===== config.mk =====
export PLATFORM = sky130hd
export DESIGN_NAME = ro_count_uart_tx
export DESIGN_NICKNAME = d
export VERILOG_FILES = /design/src/rtl/ro_uart_pkg.sv /design/src/rtl/uart_tx_byte.sv /design/src/rtl/ro_count_uart_tx.sv
export SDC_FILE = /design/constraint.sdc
export NUM_CORES = 1
export LEC_CHECK = 0
export CELL_PAD_IN_SITES_DETAIL_PLACEMENT = 1
export CELL_PAD_IN_SITES_GLOBAL_PLACEMENT = 1
export CORE_UTILIZATION = 45
export CTS_BUF_LIST = sky130_fd_sc_hd__clkbuf_16
export DETAILED_ROUTE_END_ITERATION = 8
export HOLD_SLACK_MARGIN = 0.15
export PLACE_DENSITY_LB_ADDON = 0.1
export SLEW_MARGIN = 20
export SYNTH_ARGS = -nofsm -noshare
export SYNTH_HDL_FRONTEND = slang
export SYNTH_SLANG_ARGS = --single-unit

===== constraint.sdc =====
create_clock -name clk -period 3.55 [get_ports clk]
set_clock_uncertainty 0.1 [all_clocks]
set_input_delay 0.5325 -clock clk [delete_from_list [all_inputs] [get_ports clk]]
set_output_delay 0.5325 -clock clk [all_outputs]
set_load 0.01 [all_outputs]

===== src/rtl/ro_uart_pkg.sv =====
// Shared types and constants for the ring-oscillator count UART link.
package ro_uart_pkg;

    typedef enum logic [1:0] {IDLE, START, DATA, STOP} tx_state_e;

    localparam int          FRAME_BYTES       = 4;
    localparam int          BITS_PER_BYTE     = 8;
    localparam logic [7:0]  DEFAULT_SYNC_BYTE = 8'hA5;

    function automatic logic [7:0] frame_chk(input logic [7:0] sync,
                                             input logic [7:0] hi,
                                             input logic [7:0] lo);
        return sync ^ hi ^ lo;
    endfunction

endpackage


===== src/rtl/uart_tx_byte.sv =====
// Serializes one byte as start/8 data (LSB first)/stop with a registered tx line.
// A start strobe during the last stop-bit cycle chains the next byte with no gap.
module uart_tx_byte
    import ro_uart_pkg::*;
#(
    parameter int CLKS_PER_BIT = 87
) (
    input  logic       clk,
    input  logic       rst,
    input  logic       start,
    input  logic [7:0] data,
    output logic       tx,
    output logic       done
);

    localparam int BW = $clog2(CLKS_PER_BIT);

    tx_state_e      state_q, state_d;
    logic [BW-1:0]  baud_q, baud_d;
    logic [2:0]     bit_q, bit_d;
    logic [7:0]     shreg_q, shreg_d;
    logic           tx_q, tx_d;
    logic           baud_end;

    assign baud_end = (baud_q == BW'(CLKS_PER_BIT - 1));
    assign done     = (state_q == STOP) && baud_end;
    assign tx       = tx_q;

    always_ff @(posedge clk) begin
        if (rst) begin
            state_q <= IDLE;
            baud_q  <= '0;
            bit_q   <= '0;
            shreg_q <= '0;
            tx_q    <= 1'b1;
        end else begin
            state_q <= state_d;
            baud_q  <= baud_d;
            bit_q   <= bit_d;
            shreg_q <= shreg_d;
            tx_q    <= tx_d;
        end
    end

    always_comb begin
        state_d = state_q;
        baud_d  = baud_q;
        bit_d   = bit_q;
        shreg_d = shreg_q;
        tx_d    = tx_q;
        case (state_q)
            IDLE: begin
                if (start) begin
                    state_d = START;
                    baud_d  = '0;
                    shreg_d = data;
                    tx_d    = 1'b0;
                end
            end
            START: begin
                if (baud_end) begin
                    state_d = DATA;
                    baud_d  = '0;
                    bit_d   = '0;
                    tx_d    = shreg_q[0];
                end else begin
                    baud_d = baud_q + BW'(1);
                end
            end
            DATA: begin
                if (baud_end) begin
                    baud_d = '0;
                    if (bit_q == 3'(BITS_PER_BYTE - 1)) begin
                        state_d = STOP;
                        tx_d    = 1'b1;
                    end else begin
                        bit_d   = bit_q + 3'd1;
                        shreg_d = shreg_q >> 1;
                        // next bit is presented before the shift lands
                        tx_d    = shreg_q[1];
                    end
                end else begin
                    baud_d = baud_q + BW'(1);
                end
            end
            STOP: begin
                if (baud_end) begin
                    baud_d = '0;
                    if (start) begin
                        state_d = START;
                        shreg_d = data;
                        tx_d    = 1'b0;
                    end else begin
                        state_d = IDLE;
                    end
                end else begin
                    baud_d = baud_q + BW'(1);
                end
            end
            default: state_d = IDLE;
        endcase
    end

endmodule


===== src/rtl/ro_count_uart_tx.sv =====
// Sends each accepted 16-bit count as a 4-byte UART frame: sync, MSB, LSB, checksum.
// Ready reasserts in the last stop-bit cycle so a new count can follow with no idle bit.
module ro_count_uart_tx
    import ro_uart_pkg::*;
#(
    parameter int         CLKS_PER_BIT = 87,
    parameter logic [7:0] SYNC_BYTE    = DEFAULT_SYNC_BYTE
) (
    input  logic        clk,
    input  logic        rst,
    input  logic [15:0] meas_data,
    input  logic        meas_valid,
    output logic        meas_ready,
    output logic        tx,
    output logic        busy
);

    logic        active_q;
    logic [1:0]  idx_q;
    logic [15:0] data_q;
    logic        byte_done;
    logic        last_byte;
    logic        handshake;
    logic        byte_start;
    logic [7:0]  next_byte;
    logic [7:0]  byte_data;

    assign last_byte  = (idx_q == 2'(FRAME_BYTES - 1));
    assign meas_ready = !active_q || (byte_done && last_byte);
    assign busy       = ~meas_ready;
    assign handshake  = meas_valid && meas_ready && !rst;
    assign byte_start = handshake || (byte_done && !last_byte);
    assign byte_data  = handshake ? SYNC_BYTE : next_byte;

    always_comb begin
        next_byte = SYNC_BYTE;
        case (idx_q)
            2'd0:    next_byte = data_q[15:8];
            2'd1:    next_byte = data_q[7:0];
            2'd2:    next_byte = frame_chk(SYNC_BYTE, data_q[15:8], data_q[7:0]);
            default: next_byte = SYNC_BYTE;
        endcase
    end

    always_ff @(posedge clk) begin
        if (rst) begin
            active_q <= 1'b0;
            idx_q    <= '0;
            data_q   <= '0;
        end else if (handshake) begin
            active_q <= 1'b1;
            idx_q    <= '0;
            data_q   <= meas_data;
        end else if (byte_done) begin
            if (last_byte) begin
                active_q <= 1'b0;
                idx_q    <= '0;
            end else begin
                idx_q <= idx_q + 2'd1;
            end
        end
    end

    uart_tx_byte #(.CLKS_PER_BIT(CLKS_PER_BIT)) u_byte (
        .clk   (clk),
        .rst   (rst),
        .start (byte_start),
        .data  (byte_data),
        .tx    (tx),
        .done  (byte_done)
    );

endmodule

==> impl_results.md <==
* Global route overflow at 0
* # DRC at 0
* Slew headroom at 47.6%
* Asr flop ratio synth at 0%
* Root buf cell: clkbuf_16
* Area post-placement at 2470 sq um
* Initial drt markers at 103
* DR WL/cell at 15.5 um
* Seq cells post-synth at 40
* Main synth FF type: dfxtp_1
* Post-DP HPWL at 3.60 mm
* Max Clk Rate at 369 MHz
* Netlist cell types at 49
* Core area at 4750 sq um
* Nets at 295
* Clk slew on worst S/H paths at 60 ps
* Max cap viols at 0
* Crit path DAT at 2080 ps
* GRT busiest layer: met2
* Fin Setup TNS at 0 ps
* Power per Cell Area at 521 nW/um^2
* Clk Latency, worst-skew pair at 290 ps
* Hold crit path type: reg2reg
* Clock buffer depth at 2
* Seq/Total Area, Yosys at 35.9%
* Drt via density at 5.64
* Post-synth top area cell: dfxtp_1
* Vias in the first global route at 1807
* GRT Total Usage at 21.7%
* Initial Util at 46.9%
* CTS hold repair buffers at 0
* Run status: finished clean
* CTS tree: built
* Antenna diodes at 0
* Ports at 22
* Post-route design area at 2610 sq um
* Synth top area cells: dfxtp_1 (36%), ha_1 (7.9%), a22o_1 (7.1%), a21oi_1 (5.2%), nor2_1 (3.7%)
* Multi-input combinational cell area at 1280 sq um
* Post-synth EDFFs at 0
* Hold Vio Cnt, Final at 0
* H-tree depth at 2
* CTS Buf Count at 5
* Synth Instances at 244
* Share of post-route cells with drive strength above 1 at 11.8%
* GPL Wtd Cong at 0.772
* Leak at 0.955 nW
* # setup viols final at 0
* M3 GR Usage at 4.58%
* Crit path required time at 2920 ps
* CP endpoint kind: output port
* FILL cells at 559
* Synth top area share at 35.9%
* Setup bufs post-CTS at 0
* Synthesis warning total at 0
* Highest-count cells in the layout ignoring fill and taps: dfxtp_1 (40), a21oi_1 (23), nor2_1 (22)
* Fin. max-slew vios at 0
* Vias at 1861
* Net Count, Synth at 277
* Crit Path Class: reg2out
* Total die area at 5240 sq um
* Syn avg cell area at 9.14 sq um
* Actual transition at the worst max-transition pin at 786 ps
* RSZ-0062 raised after global routing: no
* First-pass GRT wire length at 8.73 mm
* Met2 Track Usage GR at 38.0%
* Largest net degree at the start of global routing at 24
* Chip Height at 72.4 um
* Tcrit/Tclk final at 76.4%
* Startpoint Class: flop
* Area Overhead vs Synth at 17.1%
* Min Tclk post-route at 2710 ps
* Clk sinks at 40
* Synthesized area at 2230 sq um
* Post-CTS Resized at 0
* IO Port Bufs at 21
* Crit-path max FO at 6
* Antenna-violating nets left at 0
* Met1 Usage GRT at 26.5%
* VDD IR max at 0.000236 V
* Final wirelength at 5.12 mm
* Die width at 72.4 um
* Initial antenna violation count at 0
* Rows at 25
* Reg area at 801 sq um
* Drt pass-1 iters at 4
* Commonest non-fill, non-tap cell in the layout: dfxtp_1
-- Yosys cell counts (2+ instances only) --
library cell  instances
dfxtp_1              40
a21oi_1              23
nor2_1               22
a22o_1               18
inv_1                18
ha_1                 14
nand2_1              12
o21ai_0               8
clkbuf_1              6
nor2b_1               6
o22ai_1               6
a211oi_1              5
nand3_1               5
a221o_1               4
a221oi_1              4
nand3b_1              4
a21o_1                3
a21oi_2               3
buf_2                 3
buf_6                 3
a211o_1               2
a221oi_2              2
a22oi_1               2
and3_1                2
mux2i_1               2
nor2_4                2
nor3_2                2
o31ai_1               2
-- worst paths after layout --
kind	slack, ps	from	end	cells past startpoint
max	840	idx_q[0]	meas_ready	4
min	370	u_byte.shreg_q[2]	u_byte.shreg_q[2]	2
max reg2reg	1380	u_byte.state_q[0]	u_byte.shreg_q[3]	6
min reg2reg	370	u_byte.shreg_q[2]	u_byte.shreg_q[2]	2
-- critical path, cell delays in order, from the launching register on --
cell,delay (ps)
dfxtp_1,430
ha_1,330
nand4_1,180
o21ai_4,270
clkdlybuf4s50_1,590
-- power breakdown --
| group | internal, mW | total, mW | switching, mW |
|---|---|---|---|
| clock network | 0.259 | 0.450 | 0.191 |
| registers | 0.497 | 0.533 | 0.0361 |
| logic | 0.152 | 0.378 | 0.226 |
-- sequential cells by signal (all words and copies together), names as in the netlist --
name,cells
active_q,1
data_q,16
idx_q,2
u_byte.baud_q,7
u_byte.bit_q,3
u_byte.shreg_q,8
u_byte.state_q,2
u_byte.tx,1
-- layer usage --
metal / part of all wire, % / routed length [um] / up-vias
li1: - / - / 933
met4: 1.4 / 72 / 0
met2: 48 / 2480 / 25
met1: 48 / 2450 / 896
met5: 0 / 0 / -
met3: 2.4 / 123 / 7
-- cells by family (layout without fill, tap and decap cells) --
group / count (synthesis) / count (layout) / share of synthesized area (%)
AO/OA/AOI/OAI: 94 / 94 / 33.7
multiplexers: 3 / 3 / 1.40
AND/OR/NAND/NOR: 61 / 61 / 14.4
flip-flops: 40 / 40 / 35.9
buffers and inverters: 32 / 51 / 6.73
adder cells (fa/ha/maj): 14 / 14 / 7.86
-- per-stage QoR --
stage          setup slack (ps)  hold WS (ps)  cells  power [mW]  util (%)
5_1_grt                     733           388    330        1.44      54.9
3_5_place_dp               1090           360    322       0.918      51.9
4_1_cts                     840           376    330        1.37      54.9
2_1_floorplan              1650           332    244       0.828         -
6_report                    838           367    330        1.36      54.9
3_3_place_gp               1150           346    322       0.907      51.9
-- layout make-up --
cell class                 instances  share of cell area (%)
clock buffer                       5                    4.79
tap                               67                    3.21
clock inverter                     3                   0.719
multi-input combinational        172                    49.0
timing repair buffer              24                    8.91
sequential                        40                    30.7
inverter                          19                    2.73
No activity file was read; power rests on OpenSTA's default activity.
